--- config.mk ---
export PLATFORM = sky130hd
export DESIGN_NAME = rom_ddr_loader_flat
export DESIGN_NICKNAME = d
export VERILOG_FILES = /design/src/rtl/rom_ddr_loader_if.sv /design/src/rtl/rom_ddr_loader.sv /design/src/flat_wrapper.sv
export SDC_FILE = /design/constraint.sdc
export NUM_CORES = 1
export LEC_CHECK = 0
export ABC_AREA = 1
export CAP_MARGIN = 0
export CORE_AREA = 2 2 263 265
export CTS_BUF_LIST = sky130_fd_sc_hd__clkbuf_4 sky130_fd_sc_hd__clkbuf_8
export DETAILED_ROUTE_END_ITERATION = 6
export DIE_AREA = 0 0 265 267
export HOLD_SLACK_MARGIN = 0.02
export PLACE_DENSITY = 0.52
export SLEW_MARGIN = 10
export SYNTH_ARGS = -nofsm -noshare
export SYNTH_HDL_FRONTEND = slang
export SYNTH_SLANG_ARGS = --single-unit
--- constraint.sdc ---
create_clock -name clk -period 2.98 [get_ports clk]
set_input_delay 0.596 -clock clk [delete_from_list [all_inputs] [get_ports clk]]
set_output_delay 0.596 -clock clk [all_outputs]
set_load 0.05 [all_outputs]
--- src/rtl/rom_ddr_loader_if.sv ---
// Cache-side DDR data port 1: one command per transfer, ready doubles as
// command accept and read-data valid.
interface rom_ddr_loader_if #(
    parameter int MEM_DW = 256,
    parameter int MEM_AW = 28
);
    logic [MEM_DW-1:0] mem_data_wr1;
    logic [MEM_DW-1:0] mem_data_rd1;
    logic [MEM_AW-1:0] mem_data_addr1;
    logic              mem_rw_data1;
    logic              mem_valid_data1;
    logic              mem_ready_data1;

    modport master (
        output mem_data_wr1, mem_data_addr1, mem_rw_data1, mem_valid_data1,
        input  mem_data_rd1, mem_ready_data1
    );

    modport slave (
        input  mem_data_wr1, mem_data_addr1, mem_rw_data1, mem_valid_data1,
        output mem_data_rd1, mem_ready_data1
    );
endinterface

--- src/rtl/rom_ddr_loader.sv ---
// Streams a ROM image into DDR with each byte widened to a 32-bit lane, or
// reads the region back and counts mismatches against the ROM (verify pass).
module rom_ddr_loader #(
    parameter int               ROM_W     = 64,
    parameter int               ROM_AW    = 16,
    parameter int               NUM_WORDS = 38400,
    parameter int               ROM_LAT   = 1,
    parameter int               MEM_DW    = 256,
    parameter int               MEM_AW    = 28,
    parameter logic [MEM_AW-1:0] BASE_ADDR = '0,
    parameter int               ADDR_STEP = 8
) (
    input  logic              clk,
    input  logic              rst_n,
    input  logic              start,
    input  logic              mode,
    output logic              busy,
    output logic              done,
    output logic [15:0]       err_cnt,
    output logic [MEM_AW-1:0] first_err_addr,
    output logic [ROM_AW-1:0] rom_addr,
    input  logic [ROM_W-1:0]  rom_data,
    rom_ddr_loader_if.master  mem
);
    localparam int LANES = ROM_W / 8;
    localparam int LW    = (ROM_LAT > 1) ? $clog2(ROM_LAT) : 1;
    localparam logic [ROM_AW-1:0] LAST     = ROM_AW'((NUM_WORDS > 0) ? NUM_WORDS - 1 : 0);
    localparam logic [LW-1:0]     LAT_LAST = LW'(ROM_LAT - 1);

    typedef enum logic [2:0] {IDLE, ROM_RD, ISSUE, WAIT_RDY, FIN} state_e;

    function automatic logic [MEM_DW-1:0] expand(input logic [ROM_W-1:0] w);
        logic [MEM_DW-1:0] e;
        e = '0;
        for (int k = 0; k < LANES; k++) e[32*k +: 32] = {24'd0, w[8*k +: 8]};
        return e;
    endfunction

    state_e            state_q, state_d;
    logic [LW-1:0]     lat_cnt_q, lat_cnt_d;
    logic              mode_q, mode_d;
    logic              busy_q, busy_d;
    logic              done_q, done_d;
    logic [15:0]       err_cnt_q, err_cnt_d;
    logic [MEM_AW-1:0] first_err_q, first_err_d;
    logic [ROM_AW-1:0] rom_addr_q, rom_addr_d;
    logic [ROM_W-1:0]  rom_word_q, rom_word_d;
    logic [MEM_DW-1:0] wr_q, wr_d;
    logic [MEM_AW-1:0] addr_q, addr_d;
    logic              rw_q, rw_d;
    logic              valid_q, valid_d;

    always_comb begin
        state_d     = state_q;
        lat_cnt_d   = lat_cnt_q;
        mode_d      = mode_q;
        busy_d      = busy_q;
        done_d      = 1'b0;
        err_cnt_d   = err_cnt_q;
        first_err_d = first_err_q;
        rom_addr_d  = rom_addr_q;
        rom_word_d  = rom_word_q;
        wr_d        = wr_q;
        addr_d      = addr_q;
        rw_d        = rw_q;
        valid_d     = valid_q;
        case (state_q)
            IDLE: if (start) begin
                busy_d      = 1'b1;
                err_cnt_d   = '0;
                first_err_d = '0;
                if (NUM_WORDS > 0) begin
                    mode_d     = mode;
                    rw_d       = ~mode;
                    rom_addr_d = '0;
                    addr_d     = BASE_ADDR;
                    lat_cnt_d  = '0;
                    state_d    = ROM_RD;
                end else begin
                    state_d = FIN;
                end
            end
            ROM_RD: begin
                if (lat_cnt_q == LAT_LAST) state_d = ISSUE;
                else lat_cnt_d = lat_cnt_q + LW'(1);
            end
            // rom_data for the current address is valid this cycle.
            ISSUE: begin
                rom_word_d = rom_data;
                valid_d    = 1'b1;
                wr_d       = mode_q ? '0 : expand(rom_data);
                state_d    = WAIT_RDY;
            end
            WAIT_RDY: if (mem.mem_ready_data1) begin
                valid_d = 1'b0;
                wr_d    = '0;
                if (mode_q && (expand(rom_word_q) != mem.mem_data_rd1)) begin
                    if (err_cnt_q == '0) first_err_d = addr_q;
                    if (err_cnt_q != 16'hFFFF) err_cnt_d = err_cnt_q + 16'd1;
                end
                if (rom_addr_q == LAST) begin
                    state_d = FIN;
                end else begin
                    rom_addr_d = rom_addr_q + ROM_AW'(1);
                    addr_d     = addr_q + MEM_AW'(ADDR_STEP);
                    lat_cnt_d  = '0;
                    state_d    = ROM_RD;
                end
            end
            FIN: begin
                done_d  = 1'b1;
                busy_d  = 1'b0;
                state_d = IDLE;
            end
            default: state_d = IDLE;
        endcase
    end

    always_ff @(posedge clk) begin
        if (!rst_n) begin
            state_q     <= IDLE;
            lat_cnt_q   <= '0;
            mode_q      <= 1'b0;
            busy_q      <= 1'b0;
            done_q      <= 1'b0;
            err_cnt_q   <= '0;
            first_err_q <= '0;
            rom_addr_q  <= '0;
            rom_word_q  <= '0;
            wr_q        <= '0;
            addr_q      <= BASE_ADDR;
            rw_q        <= 1'b1;
            valid_q     <= 1'b0;
        end else begin
            state_q     <= state_d;
            lat_cnt_q   <= lat_cnt_d;
            mode_q      <= mode_d;
            busy_q      <= busy_d;
            done_q      <= done_d;
            err_cnt_q   <= err_cnt_d;
            first_err_q <= first_err_d;
            rom_addr_q  <= rom_addr_d;
            rom_word_q  <= rom_word_d;
            wr_q        <= wr_d;
            addr_q      <= addr_d;
            rw_q        <= rw_d;
            valid_q     <= valid_d;
        end
    end

    assign busy                = busy_q;
    assign done                = done_q;
    assign err_cnt             = err_cnt_q;
    assign first_err_addr      = first_err_q;
    assign rom_addr            = rom_addr_q;
    assign mem.mem_data_wr1    = wr_q;
    assign mem.mem_data_addr1  = addr_q;
    assign mem.mem_rw_data1    = rw_q;
    assign mem.mem_valid_data1 = valid_q;
endmodule

--- src/flat_wrapper.sv ---
// flat-port wrapper written by rule: the top's interface ports become plain ports
module rom_ddr_loader_flat 
#(
    parameter int               ROM_W     = 64,
    parameter int               ROM_AW    = 16,
    parameter int               NUM_WORDS = 38400,
    parameter int               ROM_LAT   = 1,
    parameter int               MEM_DW    = 256,
    parameter int               MEM_AW    = 28,
    parameter logic [MEM_AW-1:0] BASE_ADDR = '0,
    parameter int               ADDR_STEP = 8
)
  (clk, rst_n, start, mode, busy, done, err_cnt, first_err_addr, rom_addr, rom_data, mem_mem_data_wr1, mem_mem_data_addr1, mem_mem_rw_data1, mem_mem_valid_data1, mem_mem_data_rd1, mem_mem_ready_data1);
  rom_ddr_loader_if #(.MEM_DW(MEM_DW), .MEM_AW(MEM_AW)) mem_i ();
  input  logic clk;
  input  logic rst_n;
  input  logic start;
  input  logic mode;
  output logic busy;
  output logic done;
  output logic [15:0] err_cnt;
  output logic [MEM_AW-1:0] first_err_addr;
  output logic [ROM_AW-1:0] rom_addr;
  input  logic [ROM_W-1:0] rom_data;
  output wire logic [$bits(mem_i.mem_data_wr1)-1:0] mem_mem_data_wr1;
  output wire logic [$bits(mem_i.mem_data_addr1)-1:0] mem_mem_data_addr1;
  output wire logic [$bits(mem_i.mem_rw_data1)-1:0] mem_mem_rw_data1;
  output wire logic [$bits(mem_i.mem_valid_data1)-1:0] mem_mem_valid_data1;
  input wire logic [$bits(mem_i.mem_data_rd1)-1:0] mem_mem_data_rd1;
  input wire logic [$bits(mem_i.mem_ready_data1)-1:0] mem_mem_ready_data1;
  assign mem_mem_data_wr1 = mem_i.mem_data_wr1;
  assign mem_mem_data_addr1 = mem_i.mem_data_addr1;
  assign mem_mem_rw_data1 = mem_i.mem_rw_data1;
  assign mem_mem_valid_data1 = mem_i.mem_valid_data1;
  assign mem_i.mem_data_rd1 = mem_mem_data_rd1;
  assign mem_i.mem_ready_data1 = mem_mem_ready_data1;
  rom_ddr_loader #(.ROM_W(ROM_W), .ROM_AW(ROM_AW), .NUM_WORDS(NUM_WORDS), .ROM_LAT(ROM_LAT), .MEM_DW(MEM_DW), .MEM_AW(MEM_AW), .BASE_ADDR(BASE_ADDR), .ADDR_STEP(ADDR_STEP)) u_core (.clk(clk), .rst_n(rst_n), .start(start), .mode(mode), .busy(busy), .done(done), .err_cnt(err_cnt), .first_err_addr(first_err_addr), .rom_addr(rom_addr), .rom_data(rom_data), .mem(mem_i));
endmodule
==> run metrics <==
run status=complete, no violations; wire length of the first global-routing pass=69610 um; cells along the critical path=clkdlybuf4s50_1; worst slew pin tran=654.5 ps; first-pass detailed-route iteration total=5; clock slew at the register clock pins of the worst setup and hold paths=60 ps; skew final=62.04 ps; post-route antenna net violation count=0; maximum VDD drop=280.9 uV; hold-fix buffers at CTS=0; source-to-sink clock delay at the later pin of the worst-skew pair=610 ps; biggest area consumer among synthesized cells=dfxtp_1; leak pwr=6.798 nW; global route overflow=0; number of synthesized flops with an enable pin=0; Buf/Inv on CP=1; Gate Count Post-Synth=1814; Worst R2R Start=u_core.rom_word_q[0]; final critical-path share of the clock period=91.90%; Wirelength per Cell=15.11 um; Finish-stage setup viols=0; area added between synthesis and finish=49.82%; Crit path max-delay family=buffers and inverters; Critical R2R Capture=u_core.first_err_addr[22]; master of the slowest instance on the critical path=clkdlybuf4s50_1; CTS tree=built; fraction of synthesis flops using an asynchronous set or reset pin=0%; final critical-path required period=2739 ps; sequential cell fraction of total power=33.3%; slack of the worst reg-to-reg path=550 ps; largest stage delay on the critical path=960 ps; total net switching power=3.847 mW; placeable core region=67990 um^2; register bit total from synthesis=218; nature of the critical path startpoint=register; GRT Total Usage=12.73%; die footprint=70760 um^2; Root Buffer=clkbuf_8; CP endpoint kind=output port; startpoint of the worst hold path=rst_n; CP Data Arrival Time=2140 ps; RSZ-0062 raised after global routing=no; total via count after detailed routing=12520; aggregate negative setup slack=0 ps; Internal Dissipation=6.347 mW; critical path data required time=2380 ps; x dimension of the die=265 um; largest buffer count on any clock path=3; combined area of the multi-input logic cells=6466 um^2; power density relative to cell area=555.6 nW/um^2; average size of a mapped cell=6.751 um^2; total power consumption of the routed design=10.19 mW; class of the tightest hold or removal check=in2reg; post-DP HPWL=37370 um; fin nets=2604; hold path endpoint=u_core.rom_word_q[40]; start-to-end type of the worst setup path=reg2out; number of max-capacitance violations reported=0; combinational cell fraction of total power=32.5%; Row Count=96; total clock sinks=218; largest fanout on the critical path=8; number of placed I/O pins=673; number of levels in the clock H-tree=2; antenna violations before repair=8; initial core utilization=18.01%; sequential cell area=4364 um^2; origin of the worst setup path=u_core.mem.mem_data_addr1[20]; Max Clock Freq=0.3651 GHz; routability cong.=0.8266; number of fill cells=7541; Yosys cell types=41; yosys synthesis warning count=0; DRT Wirelength=48230 um; PortBufs=474; proportion of total power due to net switching=37.74%; cells on worst reg2reg path=14; relative slew slack=56.37%; number of hold-slack violations in the final timing report=0; maximum number of pins on one net before global-route repair=100; initial drt markers=715; Mapped Area=12250 um^2; cells taking the most area after synthesis=dfxtp_1, nand2_1, buf_4; flip-flop cell with the highest count after synthesis=dfxtp_1; via count of the first global-routing pass=11500; clock power share=34.2%; die outline height=267 um; ratio of routed vias to standard cells=3.922; area fraction of the dominant cell type after synthesis=35.64%; DRC Markers=0; sequential element share of the synthesized area=35.64%; number of cells on the worst hold path=3; number of buffers inserted during clock tree synthesis=44; proportion of layout cells with a drive suffix above 1=5.719%; number of pins with negative max-slew slack in the final report=0
==> power groups by stage <==
stage / sequential, mW / combinational, mW / clock, mW
2_1_floorplan: 4.01 / 1.77 / 0
3_3_place_gp: 3.46 / 3.31 / 0
3_5_place_dp: 3.46 / 3.33 / 0
4_1_cts: 3.40 / 3.34 / 3.62
5_1_grt: 3.43 / 3.56 / 3.72
6_report: 3.39 / 3.32 / 3.48
==> worst max path at each step <==
stage,end,cells after the start
2_1_floorplan,u_core.err_cnt[2],13
3_5_place_dp,u_core.first_err_addr[17],15
6_report,mem_mem_data_addr1[20],1
4_1_cts,u_core.first_err_addr[22],15
3_3_place_gp,u_core.first_err_addr[23],15
5_1_grt,u_core.err_cnt[5],16
==> cells in the final DEF (no fill, tap or decap), drive strengths merged, types with 3 or more instances in the layout <==
cell type,count
nor4,9
dfxtp,218
or2,3
xnor2,55
clkdlybuf4s50,473
nand3,144
o21ai,19
inv,90
buf,31
nand3b,3
xor2,14
o211ai,3
a211oi,3
nor3,32
conb,198
clkbuf,70
a21oi,207
nand4,32
clkinv,6
nor2,233
nand2,442
ha,4
==> cell usage after synthesis (2+ instances only) <==
cell / instances
nor3_2: 3
ha_1: 4
inv_1: 84
clkbuf_1: 59
nand3b_1: 3
nor3_1: 29
or2_2: 2
nand4_1: 32
buf_1: 9
buf_2: 18
o21bai_1: 2
inv_2: 5
a211oi_1: 3
o21ai_1: 3
buf_4: 198
xor2_1: 14
nor2_2: 2
dfxtp_1: 218
nor4_1: 9
clkinv_1: 2
nand3_1: 144
xnor2_1: 55
a31oi_1: 2
buf_6: 2
and2_1: 2
a21oi_1: 207
o211ai_1: 3
nand2_1: 441
o211a_1: 2
o21ai_0: 16
nor2_1: 231
==> metrics by stage <==
stage / setup slack [ps] / hold WS [ps] / util, % / instance area (um^2) / instances
2_1_floorplan: 728.4 / 444.1 / - / 12990 / 2011
3_3_place_gp: -525.8 / 449.5 / 25.52 / 17350 / 3111
3_5_place_dp: -533.0 / 452.0 / 25.52 / 17350 / 3111
4_1_cts: 123.1 / 308.6 / 26.98 / 18340 / 3190
5_1_grt: 36.00 / 360.4 / 26.98 / 18350 / 3191
6_report: 241.4 / 357.3 / 26.99 / 18350 / 3192
==> registers in the layout, indices dropped and copies added (netlist names) <==
signal,count
u_core.mem.mem_data_wr1,64
u_core.busy,1
u_core.rom_word_q,64
u_core.mem.mem_valid_data1,1
u_core.done,1
u_core.err_cnt,16
u_core.mode_q,1
u_core.mem.mem_rw_data1,1
u_core.first_err_addr,25
u_core.mem.mem_data_addr1,25
u_core.state_q,3
u_core.rom_addr,16
==> timing repair <==
| item | 4_1_cts | 5_1_grt |
|---|---|---|
| hold endpoints to repair | 0 | 0 |
| setup buffers | 0 | 0 |
| resized for setup | 0 | 1 |
| endpoints found under the setup margin | 0 | 40 |
==> worst min-delay path: stages <==
cell     delay (ps)
buf_2           170
o21ai_0         100
nor2_1           40
==> logic make-up after synthesis <==
group,after synthesis,share of synthesized area (%)
AOI/OAI and AO/OA,242,10.25
xor gates and xnor gates,69,4.935
adders and majority gates,4,0.4087
buffers and inverters,377,17.93
DFF,218,35.64
other,1,0.03062
and+or+nand+nor,903,30.81
==> per-layer routing <==
layer / vias up / routed length, um / track usage (%)
li1: 6398 / - / -
met1: 5551 / 21070 / 16.65
met2: 495 / 22140 / 20.25
met3: 65 / 4093 / 3.930
met4: 10 / 854 / 3.298
met5: - / 70 / 0
==> layout make-up <==
cell class / count / area share, %
diodes: 2 / 0.02728
inverters: 91 / 1.875
well taps: 882 / 6.015
clock buffers: 70 / 4.774
repair buffers: 504 / 27.67
multi-input cells: 1416 / 35.24
flip-flops and latches: 218 / 23.79
clock inverters: 9 / 0.6069
(Power assumes the default switching activity.)
